<file path="config.mk">
export PLATFORM = sky130hd
export DESIGN_NAME = cia_bus_master
export DESIGN_NICKNAME = d
export VERILOG_FILES = /design/src/rtl/cia_pkg.sv /design/src/rtl/cia_phi2_gen.sv /design/src/rtl/cia_bus_master.sv
export SDC_FILE = /design/constraint.sdc
export NUM_CORES = 1
export LEC_CHECK = 0
export ABC_AREA = 0
export CORE_ASPECT_RATIO = 1.25
export CORE_UTILIZATION = 40
export CTS_CLUSTER_SIZE = 24
export DETAILED_ROUTE_END_ITERATION = 12
export PLACE_DENSITY = 0.67
export SYNTH_ARGS = -nofsm -noshare
export SYNTH_HDL_FRONTEND = slang
export SYNTH_HIERARCHICAL = 1
export SYNTH_SLANG_ARGS = --single-unit
export TNS_END_PERCENT = 30
</file>
<file path="constraint.sdc">
create_clock -name clk -period 3.2 [get_ports clk]
set_input_delay 0.64 -clock clk [delete_from_list [all_inputs] [get_ports clk]]
set_output_delay 0.64 -clock clk [all_outputs]
set_load 0.01 [all_outputs]
</file>
<file path="src/rtl/cia_pkg.sv">
// Shared CIA types: host-side command record and bus-master FSM state encoding.
// Pure declarations, no timing or flow control of their own.
package cia;

    typedef struct packed {
        logic       we;
        logic [3:0] addr;
        logic [7:0] wdata;
    } mcmd_t;

    typedef enum logic [2:0] {
        IDLE   = 3'd0,
        PEND   = 3'd1,
        ACTIVE = 3'd2,
        RESP   = 3'd3,
        BRESET = 3'd4
    } mstate_t;

endpackage

</file>
<file path="src/rtl/cia_phi2_gen.sv">
// Free-running PHI2 divider: HALF_DIV clk low then HALF_DIV clk high; strobes mark phase starts.
// *_nxt strobes fire one clk early so registered bus outputs switch together with phi2; no backpressure.
module cia_phi2_gen #(
    parameter int HALF_DIV = 8
) (
    input  logic clk,
    input  logic rst_n,
    output logic phi2,
    output logic phi2_up,
    output logic phi2_dn,
    output logic phi2_up_nxt,
    output logic phi2_dn_nxt
);

    localparam logic [7:0] LAST = 8'(HALF_DIV - 1);

    logic [7:0] cnt;
    logic       wrap;

    assign wrap = (cnt == LAST);

    always_ff @(posedge clk or negedge rst_n) begin
        if (!rst_n) begin
            cnt  <= 8'd0;
            phi2 <= 1'b0;
        end else if (wrap) begin
            cnt  <= 8'd0;
            phi2 <= ~phi2;
        end else begin
            cnt  <= cnt + 8'd1;
        end
    end

    assign phi2_up     =  phi2 & (cnt == 8'd0);
    assign phi2_dn     = ~phi2 & (cnt == 8'd0);
    assign phi2_up_nxt = ~phi2 & wrap;
    assign phi2_dn_nxt =  phi2 & wrap;

endmodule

</file>
<file path="src/rtl/cia_bus_master.sv">
// Single-outstanding CIA register access master with PHI2 generation and bus reset sequencing.
// Latency 1..2 PHI2 cycles + 1 clk to rsp_valid; cmd_ready only in IDLE, no queue.
module cia_bus_master
    import cia::*;
#(
    parameter int HALF_DIV   = 8,
    parameter int RES_CYCLES = 16
) (
    input  logic       clk,
    input  logic       rst_n,
    input  logic       cmd_valid,
    output logic       cmd_ready,
    input  logic       cmd_we,
    input  logic [3:0] cmd_addr,
    input  logic [7:0] cmd_wdata,
    input  logic       bus_reset,
    output logic       rsp_valid,
    output logic [7:0] rsp_rdata,
    output logic       phi2,
    output logic       res_n,
    output logic       cs_n,
    output logic       r_w_n,
    output logic [3:0] addr,
    output logic [7:0] data_o,
    output logic       data_oe,
    input  logic [7:0] data_i,
    input  logic       irq_n,
    output logic       irq
);

    localparam int            RW       = $clog2(RES_CYCLES + 1);
    localparam logic [RW-1:0] RES_LAST = RW'(RES_CYCLES);

    mstate_t       state;
    mcmd_t         cmd;
    logic          rst_pend;
    logic          hi_seen;
    logic [RW-1:0] res_cnt;
    logic [RW-1:0] res_start;
    logic [1:0]    irq_sync;
    logic          phi2_up, phi2_dn, phi2_up_nxt, phi2_dn_nxt;

    cia_phi2_gen #(.HALF_DIV(HALF_DIV)) u_phi2 (
        .clk         (clk),
        .rst_n       (rst_n),
        .phi2        (phi2),
        .phi2_up     (phi2_up),
        .phi2_dn     (phi2_dn),
        .phi2_up_nxt (phi2_up_nxt),
        .phi2_dn_nxt (phi2_dn_nxt)
    );

    assign cmd_ready = (state == IDLE);
    assign res_n     = (state != BRESET);
    assign irq       = irq_sync[1];

    // A phi2_dn coinciding with (re)entry into BRESET is already counted.
    assign res_start = phi2_dn ? RW'(1) : '0;

    always_ff @(posedge clk or negedge rst_n) begin
        if (!rst_n) begin
            irq_sync <= 2'b00;
        end else begin
            irq_sync <= {irq_sync[0], ~irq_n};
        end
    end

    always_ff @(posedge clk or negedge rst_n) begin
        if (!rst_n) begin
            state     <= BRESET;
            cmd       <= '0;
            rst_pend  <= 1'b0;
            hi_seen   <= 1'b0;
            res_cnt   <= '0;
            cs_n      <= 1'b1;
            r_w_n     <= 1'b1;
            addr      <= 4'd0;
            data_o    <= 8'd0;
            data_oe   <= 1'b0;
            rsp_valid <= 1'b0;
            rsp_rdata <= 8'd0;
        end else begin
            rsp_valid <= 1'b0;
            rsp_rdata <= 8'd0;
            case (state)
                IDLE: begin
                    if (bus_reset) begin
                        state   <= BRESET;
                        res_cnt <= res_start;
                    end else if (cmd_valid) begin
                        cmd   <= '{we: cmd_we, addr: cmd_addr, wdata: cmd_wdata};
                        state <= PEND;
                    end
                end
                PEND: begin
                    if (bus_reset) rst_pend <= 1'b1;
                    if (phi2_dn_nxt) begin
                        cs_n    <= 1'b0;
                        r_w_n   <= ~cmd.we;
                        addr    <= cmd.addr;
                        hi_seen <= 1'b0;
                        state   <= ACTIVE;
                    end
                end
                ACTIVE: begin
                    if (bus_reset) rst_pend <= 1'b1;
                    if (phi2_up) hi_seen <= 1'b1;
                    if (phi2_up_nxt && cmd.we) begin
                        data_oe <= 1'b1;
                        data_o  <= cmd.wdata;
                    end
                    // Closing edge: last clk of the high phase, also the read sample point.
                    if (phi2_dn_nxt && hi_seen) begin
                        cs_n      <= 1'b1;
                        r_w_n     <= 1'b1;
                        data_oe   <= 1'b0;
                        rsp_valid <= 1'b1;
                        rsp_rdata <= cmd.we ? 8'd0 : data_i;
                        state     <= RESP;
                    end
                end
                RESP: begin
                    if (rst_pend || bus_reset) begin
                        rst_pend <= 1'b0;
                        res_cnt  <= res_start;
                        state    <= BRESET;
                    end else begin
                        state <= IDLE;
                    end
                end
                BRESET: begin
                    if (bus_reset) begin
                        res_cnt <= res_start;
                    end else if (phi2_dn_nxt && res_cnt == RES_LAST) begin
                        state <= IDLE;
                    end else if (phi2_dn) begin
                        res_cnt <= res_cnt + RW'(1);
                    end
                end
                default: state <= BRESET;
            endcase
        end
    end

endmodule

</file>
==> results.md, run 1 <==
* Rel. slew slack at about three fifths
* Yosys cell types at 46
* Synth Flop Type: dfrtp_1
* Vias at ~1700
* Worst path cell trace: or3b_2 -> clkdlybuf4s50_1
* Cts hold-fix bufs at 0
* Asr flop ratio synth at 100%
* Post-synthesis cell count at 207
* Max-slew violation count at 0
* Sequential share of the synthesized area at 57.4%
* GRT Residual Overflow at 0
* Main combinational cell family by area after synthesis: simple AND/OR/NAND/NOR gates
* Inserted Diodes at 0
* Area leader, netlist: dfrtp_1
* Core Rows at 32
* Top cells by area, synth: dfrtp_1 54%, mux2_2 11%, dfstp_2 3.1%
* CTS Root Cell: clkbuf_8
* Post-Syn Area per Cell at 12.3 sq um
* Share of layout cells above drive strength 1 at 20.7%
* CP max stage delay at 680 ps
* Final nets at a little under 300
* RSZ-0062 raised after global routing: false
* Worst setup margin at 537 ps
* Post-route insts no fill at 355
* Lkg Pwr at 1.50 nW
* CTS Buf Count at 9
* Multiplexer share of the synthesized area at ~11%
* GP Congestion at 0.754
* Commonest non-fill, non-tap cell in the layout: dfrtp_1
* Simple-gate portion of the synthesized area at 15.0%
* WP data required at 2560 ps
* H-tree levels at 3
* Post-synth EDFFs at 0
* Total die area at 0.00666 sq mm
* Starting density of the core at 41.1%
* # Post-CTS Setup Buffers at 0
* Worst min-delay path class: input port to async pin
* Drc violations at 0
* Synthesized-area fraction occupied by adder cells at under 10%
* Critical Path Source Type: flip-flop
* Slowest cell on the critical path: dfstp_2
* Syn. warnings at 6
* Layout Utilization at 53.6%
* Largest net degree at the start of global routing at 27
* Dpl hpwl at 3450 microns
* Tot GR Track Use at roughly 16%
* Drt wl/cell at roughly 13 microns
* Mapped Nets at ~240
* Power per cell area at about 460 mW/mm^2
* Place WS at 608 ps
* Area growth, synth to finish at 30.2%
* Final cycle utilization of the critical path at 83.2%
* Die X at 73.2 microns
* Peak supply drop at 0.270 mV
* Die height at 91.0 microns
* Critical path endpoint category: output pin
* Final min period at 2660 ps
* Clk_lat worst skew at 320 ps
* Status: completed
* Fmax at 376 MHz
* IO buf count at 53
* CP Data Arrival Time at 2020 ps
* Synth Area in Compound Gates at 8.39%
* Reg clk slew, reported paths at 60 ps
* Final setup TNS at 0 ps
* 1st-pass router iterations at 4
* Commonest non-fill, non-tap cells in the layout: 55 x dfrtp_1, 52 x clkdlybuf4s50_1, 25 x mux2_2
* Clock tree sinks at 58
* Initial antenna violation count at 0
* Worst slew pin tran at 604 ps
* Mapped Area at ~0.0025 sq mm
* Clk buf depth at 2
* First-pass GRT wire length at between 7000 and 8000 microns
* Post-cts sizing count at 0
* Max Cap Viol at 0
* Setup-failing EPs final at 0
* Placed insts at 340
* Post-Route WL at 4720 microns
* Core Area at 0.00617 sq mm
* FF+latch count, synth at 58
* Via density at 4.86
* Worst hold slack at about 320 ps
* CTS tree: built
* Final Hold Fails at 0
* Vias in the first global route at 1705
* ANT nets after route at 0
* Num ports at 54
* DRT iter0 DRCs at 80
* Clock skew at 6.67 ps
* Critical Path Fanout Max at 13
* Setup CP Type: flip-flop to output pin
* Synth Area in XOR/XNOR at 2.07%
* Post-synth top area share at 54.3%
-- synthesized netlist by cell type (4+ instances only) --
library cell  instances
nand3_1               9
inv_1                10
and2_1                8
nor2_1               17
o21ai_0               7
dfrtp_1              55
ha_1                  4
nand2_1              11
a21oi_1               4
mux2_2               25
-- per-layer routing --
metal	vias up	wire [microns]	track usage, %
met2	42	2340	24.4
li1	845	-	-
met1	833	2030	19.9
met3	7	295	6.22
met5	-	0	0
met4	0	63	7.35
-- path summary, 6_finish.rpt --
check	end	cells after the start	slack [ps]	start
max	res_n	2	540	state[2]
min	state[0]	1	320	rst_n
max reg2reg	addr[2]	6	630	u_phi2/cnt[4]
min reg2reg	irq_sync[1]	0	360	irq_sync[0]
max in group asynchronous	r_w_n	2	2150	rst_n
min in group clk	irq_sync[1]	0	360	irq_sync[0]
-- registers in the layout, summed over array words and instances, names as in the netlist --
name / flops
addr: 4
irq_sync: 2
rst_pend: 1
u_phi2/phi2: 1
hi_seen: 1
data_o: 8
u_phi2/cnt: 8
cs_n: 1
cmd: 13
state: 3
rsp_valid: 1
res_cnt: 5
data_oe: 1
rsp_rdata: 8
r_w_n: 1
-- metrics by stage --
| stage | total power (W) | cell area (sq um) |
|---|---|---|
| 3_5_place_dp | 0.000944 | 3130 |
| 5_1_grt | 0.00157 | 3300 |
| 3_3_place_gp | 0.000938 | 3130 |
| 4_1_cts | 0.00152 | 3300 |
| 6_report | 0.00150 | 3300 |
| 2_1_floorplan | 0.000884 | 2540 |
-- power by group --
part	internal, W	total [W]	switching (W)	leakage [nW]
Clock	0.000315	0.000576	0.000262	0.0920
Combinational	0.0000734	0.000110	0.0000365	0.640
Sequential	0.000791	0.000818	0.0000270	0.768
Total	0.00118	0.00150	0.000325	1.50
-- logic make-up (layout without fill, tap and decap cells) --
family / count (synthesis) / count (layout)
buf+inv: 19 / 82
xor+xnor: 6 / 6
fa+ha+maj: 4 / 4
mux: 25 / 25
flops: 58 / 58
simple gates: 66 / 66
compound gates: 29 / 29
-- final cells by class --
type / instances / area [sq um]
Multi-Input combinational cell: 130 / 977
Fill cell: 572 / 2860
Inverter: 10 / 37.5
Clock buffer: 12 / 155
Tap cell: 85 / 106
Timing Repair Buffer: 57 / 556
Sequential cell: 58 / 1460
Clock inverter: 3 / 15.0
-- critical path: cells and delay by family, from the launching register on --
kind,cells,cell delay [ps]
AND/OR/NAND/NOR,1,510
flip-flops,1,680
buffers and inverters,1,500
Note: power is estimated with default switching activity, not from simulation.
==> run 2, diff against run 1 <==
- PLACE_DENSITY: 0.67 -> 0.7
- clock period: 3.2 -> 2.22 ns (I/O delays scaled with it)
==> run 2 against run 1 <==
Against the previous run:
- hold slack got worse by 230 ps
- clock-buffer cell count decreased by 1
- clock power increased by 84%
- flip-flop and latch count unchanged
- utilization increased by 2.3 points
- routed wire length increased by 1.3%
- design area increased by 4.2%
- combinational power increased by 45%
- largest cell class unchanged
- total power increased by 59%
- first-iteration DRC count decreased by 6.3%
- critical path type unchanged
- largest power group unchanged
==> results.md, run 2 (synthesized netlist as in run 1, its figures left out) <==
* Finished Cell Area at 0.00344 sq mm (+4.2%)
* Inserted Diodes at 0 (unchanged)
* Vias at 1773 (+2.7%)
* Lkg Pwr at 1.57 nW (+4.4%)
* R2R cell count at 6 (unchanged)
* Share of layout cells above drive strength 1 at 24.0% (+3.3 points)
* Setup crit end: cmd_ready
* Largest net degree at the start of global routing at 26 (-3.7%)
* Multi-input combinational cell area at 996 sq um (+1.9%)
* Register Area at 0.00146 sq mm (unchanged)
* Place WS at 126 ps (-481 ps)
* Fmax at 481 MHz
* Placed insts at 348 (+2.4%)
* Post-place instance area at 0.00321 sq mm (+2.5%)
* Critical path endpoint category: output pin
* Status: completed
* GP Congestion at 0.780 (+3.4%)
* Max Cap Viol at 0 (unchanged)
* RR Endpoint: addr[0]
* Clk buf depth at 2 (unchanged)
* Dpl hpwl at 3450 microns (about the same)
* Total die area at 0.00666 sq mm (unchanged)
* Final nets at 304 (+2.7%)
* Post-Route WL at 4790 microns (+1.3%)
* Die X at 73.2 microns (unchanged)
* Commonest non-fill, non-tap cells in the layout: 55 x dfrtp_1, 51 x clkdlybuf4s50_1, 25 x mux2_2
* Final min period at 2080 ps
* Clock tree sinks at 58 (unchanged)
* ANT nets after route at 0 (unchanged)
* Tot GR Track Use at 16.5% (+0.49 points)
* Clock network power share at 44.2% (+5.9 points)
* IO buf count at 53 (unchanged)
* Reg2reg start: u_phi2/cnt[4]
* Peak supply drop at 0.629 mV (+130%)
* Most flop-heavy register: cmd
* Worst min-delay path class: input port to async pin
* Reg-to-reg slack, setup at 140 ps (-490 ps)
* DRT iter0 DRCs at 75 (-6.3%)
* Gate power share at 6.6% (-0.7 points)
* Die height at 91.0 microns (unchanged)
* Worst setup margin at 142 ps (-396 ps)
* Post-route insts no fill at 364 (+2.5%)
* Core Rows at 32 (unchanged)
* Cts hold-fix bufs at 0 (unchanged)
* H-tree levels at 3 (unchanged)
* Drt wl/cell at 13.1 microns (-1.2%)
* CP Data Arrival Time at 1630 ps (-390 ps)
* Reg clk slew, reported paths at 60 ps (about the same)
* Clock skew at 5.46 ps (-1.21 ps)
* Clk_lat worst skew at 340 ps (+20 ps)
* # Post-CTS Setup Buffers at 0 (unchanged)
* Rel. slew slack at 63.4% (+3.8 points)
* CTS tree: built
* Worst hold slack at 86.3 ps (-231 ps)
* Setup-failing EPs final at 0 (unchanged)
* Num ports at 54 (unchanged)
* Via density at 4.87 (+0.13%)
* First-pass GRT wire length at 8070 microns (+2.2%)
* CTS Root Cell: clkbuf_8
* Number of fill cells in the layout at 544 (-4.9%)
* Initial antenna violation count at 0 (unchanged)
* Area growth, synth to finish at 35.7%
* CTS Buf Count at 9 (unchanged)
* P_int at 0.00190 W (+61%)
* Critical Path Source Type: flip-flop
* WP data required at 1780 ps (-780 ps)
* Commonest non-fill, non-tap cell in the layout: dfrtp_1
* Sequential Power Share at 49.2% (-5.2 points)
* RSZ-0062 raised after global routing: false
* Final cycle utilization of the critical path at a little over nine tenths
* Critical Path Fanout Max at 18 (+5)
* Core Area at 0.00617 sq mm (unchanged)
* Final setup TNS at 0 ps (unchanged)
* Power per cell area at 696 mW/mm^2 (+53%)
* Sw Share at 20.5% (-1.1 points)
* GRT Residual Overflow at 0 (unchanged)
* Vias in the first global route at 1796 (+5.3%)
* Net switching power at 0.000490 W (+51%)
* Setup CP Type: flip-flop to output pin
* 1st-pass router iterations at 4 (unchanged)
* Drc violations at 0 (unchanged)
* Max reg flops at 13 (unchanged)
* Starting density of the core at 41.1% (unchanged)
* Final Hold Fails at 0 (unchanged)
* Max-slew violation count at 0 (unchanged)
* Worst slew pin tran at 549 ps (-55.4 ps)
* Beginning of the critical path: state[0]
run 2: power groups by stage:
stage               clock network, W  registers (W)  logic (W)
floorplan                          0        0.00119  0.0000885
CTS                          0.00109        0.00118   0.000162
global placement                   0        0.00119   0.000157
detailed placement                 0        0.00120   0.000162
global route                 0.00113        0.00119   0.000177
finish                       0.00106        0.00118   0.000159
run 2: area by class of cell:
cell class / count / area share (%)
timing repair buffer: 65 / 18.2
clock buffer: 11 / 4.11
multi-input combinational: 130 / 28.9
sequential: 58 / 42.3
clock inverter: 5 / 2.25
inverter: 10 / 1.09
tap: 85 / 3.09
run 2: per-layer routing:
metal / GRT usage (%) / vias up / routed length [microns]
li1: - / 852 / -
met1: 19.4 / 870 / 2060
met2: 24.5 / 41 / 2350
met3: 6.66 / 10 / 264
met4: 10.9 / 0 / 111
met5: 0 / - / 0
run 2: worst min path at each step:
stage                start          end  slack (ps)  cells past startpoint
6_report             rst_n       cmd[9]          90                      1
5_1_grt              rst_n      cmd[10]         120                      1
4_1_cts              rst_n       cmd[9]         100                      1
3_5_place_dp   irq_sync[0]  irq_sync[1]         340                      0
3_3_place_gp   irq_sync[0]  irq_sync[1]         330                      0
2_1_floorplan        rst_n      addr[0]         150                      0
run 2: what timing repair did:
| item | CTS | global route |
|---|---|---|
| endpoints found under the setup margin | 1 | 5 |
| endpoints found under the hold margin | 0 | 0 |
| resized for setup | 1 | 2 |
| pin swaps | 0 | 0 |
run 2: stage by stage:
step,total power (W),util (%)
after floorplan,0.00127,-
after global placement,0.00135,52.0
after detailed placement,0.00136,52.0
after CTS,0.00243,55.6
after global routing,0.00250,55.8
final,0.00239,55.8
run 2: critical path: stages, from the launching register on:
cell and delay [ps]:
dfrtp_1 380, buf_4 190, nor3_1 170, clkdlybuf4s50_1 560
==> run 3, diff against run 2 <==
- CORE_UTILIZATION: 40 -> 45
- PLACE_DENSITY: 0.7 -> 0.77
==> run 3 against run 2 <==
Against the previous run:
- sequential share of layout area increased by 0.30 points
- register-to-register slack got worse by 40 ps
- non-clock buffer count up 1
- clock power shrank 6%
- sequential power about the same
- via count is 1.2% higher
- first-iteration DRC count is 15% lower
- die area is 11% lower
- critical path type is now flip-flop to flip-flop
- largest cell class unchanged
==> results.md, run 3 (synthesized netlist as in run 1, its figures left out) <==
* Status: completed
* CP Data Arrival Time at 2330 ps (+700 ps)
* Worst min-delay path class: input port to async pin
* GRT Residual Overflow at 0 (unchanged)
* Max Cap Viol at 0 (unchanged)
* ANT nets after route at 0 (unchanged)
* CTS Buf Count at 9 (unchanged)
* Reg-to-reg slack, setup at 100 ps (-40 ps)
* Cts hold-fix bufs at 0 (unchanged)
* Worst slew pin tran at 344 ps (-205 ps)
* Gate power share at 6.9% (+0.3 points)
* Commonest non-fill, non-tap cell in the layout: dfrtp_1
* Sequential Power Share at 50.5% (+1.3 points)
* Largest net degree at the start of global routing at 59 (+130%)
* Final Hold Fails at 0 (unchanged)
* Critical path endpoint category: flip-flop
* Critical Path Fanout Max at 4 (-14)
* Rel. slew slack at 77.0% (+14 points)
* Final nets at 305 (+0.33%)
* CTS Root Cell: clkbuf_8
* Core Rows at 30 (-6.3%)
* R2R cell count at 6 (unchanged)
* Vias in the first global route at 1823 (+1.5%)
* Critical Path Source Type: flip-flop
* Drc violations at 0 (unchanged)
* Drt wl/cell at 14.5 microns (+10%)
* Net switching power at 0.000485 W (-0.96%)
* Num ports at 54 (unchanged)
* Initial antenna violation count at 0 (unchanged)
* Final cycle utilization of the critical path at 95.4% (+1.8 points)
* Post-Route WL at 4980 microns (+4.1%)
* Clk_lat worst skew at 330 ps (about the same)
* Setup crit end: addr[1]
* Finished Cell Area at 0.00342 sq mm (-0.62%)
* Clk buf depth at 2 (unchanged)
* Final setup TNS at 0 ps (unchanged)
* Beginning of the critical path: u_phi2/cnt[6]
* Max reg flops at 13 (unchanged)
* Fmax at 472 MHz (-1.9%)
* Most flop-heavy register: cmd
* Sw Share at 20.8% (+0.31 points)
* First-pass GRT wire length at 8350 microns (+3.4%)
* Tot GR Track Use at 18.5% (+1.9 points)
* Starting density of the core at 46.6% (+5.5 points)
* DRT iter0 DRCs at 64 (-15%)
* Share of layout cells above drive strength 1 at 24.7% (+0.72 points)
* Inserted Diodes at 0 (unchanged)
* Power per cell area at 683 mW/mm^2 (-1.8%)
* GP Congestion at 0.787 (+1.0%)
* Clock network power share at 42.6% (-1.6 points)
* Lkg Pwr at 1.57 nW (+0.61%)
* Die height at 85.9 microns (-5.6%)
* Reg2reg start: u_phi2/cnt[6]
* Clock tree sinks at 58 (unchanged)
* Die X at 69.1 microns (-5.6%)
* Total die area at 0.00594 sq mm (-11%)
* Core Area at 0.00544 sq mm (-12%)
* Via density at 5.23 (+7.4%)
* Final min period at 2120 ps (+39.6 ps)
* Layout Utilization at 62.8% (+7.0 points)
* Commonest non-fill, non-tap cells in the layout: 54 x dfrtp_1, 51 x clkdlybuf4s50_1, 25 x mux2_2
* Reg clk slew, reported paths at 70 ps (about the same)
* H-tree levels at 3 (unchanged)
* WP data required at 2430 ps (+650 ps)
* Dpl hpwl at 3310 microns (-4.0%)
* CTS tree: built
* RR Endpoint: addr[1]
* Max-slew violation count at 0 (unchanged)
* Setup-failing EPs final at 0 (unchanged)
* Area growth, synth to finish at 34.8%
* IO buf count at 53 (unchanged)
* 1st-pass router iterations at 4 (unchanged)
* Setup CP Type: flip-flop to flip-flop
* Post-place instance area at 0.00318 sq mm (-1.1%)
* P_int at 0.00185 W (-2.8%)
* Vias at 1794 (+1.2%)
* Clock skew at 8.83 ps (+3.37 ps)
* Peak supply drop at 0.553 mV (-12%)
-- run 3: cell count changes in the layout (fill, tap and decap cells not counted) --
cell and change:
clkbuf_8 +2, clkinv_2 -1, nand2_1 -1, nand2_2 +1, nor4_2 -1, buf_4 +1, clkinvlp_4 -1, nor4_4 +1
dfrtp_2 +1, bufinv_16 -1, dfrtp_1 -1
-- run 3: final cells by class --
cell class,count,area (sq um)
multi-input combinational,130,1010
sequential,58,1460
tap,64,80.1
clock buffer,13,169
timing repair buffer,66,634
inverter,10,37.5
clock inverter,2,35.0
fill,418,2020
-- run 3: worst min path at each step --
| stage | startpoint | end | slack (ps) | cells after the start |
|---|---|---|---|---|
| after floorplan | rst_n | addr[0] | 150 | 0 |
| after global placement | irq_sync[0] | irq_sync[1] | 330 | 0 |
| after detailed placement | irq_sync[0] | irq_sync[1] | 350 | 0 |
| after CTS | rst_n | res_cnt[1] | 110 | 2 |
| after global routing | rst_n | state[0] | 120 | 2 |
| final | rst_n | res_cnt[1] | 110 | 2 |
-- run 3: critical path, stage by stage, from the launching register on --
cell and delay (ps):
dfrtp_1 420, nor4_4 340, nor3b_4 260, and2_2 190, nand2_2 100, nor3b_4 310, mux2_2 370
-- run 3: metal layers --
layer	global-route usage, %	share of wire (%)	up-vias
met5	0	0	-
met4	8.35	1.4	0
met3	9.17	6.3	7
met2	28.7	49	43
met1	21.5	43	886
li1	-	-	858
-- run 3: timing repair --
action / 4_1_cts / 5_1_grt
gates cloned: 0 / 0
hold endpoints to repair: 0 / 0
pin swaps: 0 / 2
resized for setup: 1 / 5
buffers inserted: 0 / 2
setup endpoints to repair: 1 / 7
-- run 3: power by group through the flow --
| stage | Combinational, W | Clock, W | Sequential, W |
|---|---|---|---|
| floorplan | 0.0000885 | 0 | 0.00119 |
| global placement | 0.000158 | 0 | 0.00119 |
| detailed placement | 0.000166 | 0 | 0.00120 |
| CTS | 0.000165 | 0.00102 | 0.00118 |
| global route | 0.000179 | 0.00106 | 0.00119 |
| finish | 0.000161 | 0.000994 | 0.00118 |
-- run 3: through the flow --
step / power (W) / worst slack (ps) / hold WS (ps) / cells
2_1_floorplan: 0.00127 / 13.1 / 148 / 207
3_3_place_gp: 0.00135 / 134 / 334 / 326
3_5_place_dp: 0.00136 / 17.5 / 346 / 326
4_1_cts: 0.00236 / 16.6 / 105 / 341
5_1_grt: 0.00243 / -2.29 / 121 / 343
6_report: 0.00234 / 102 / 108 / 343
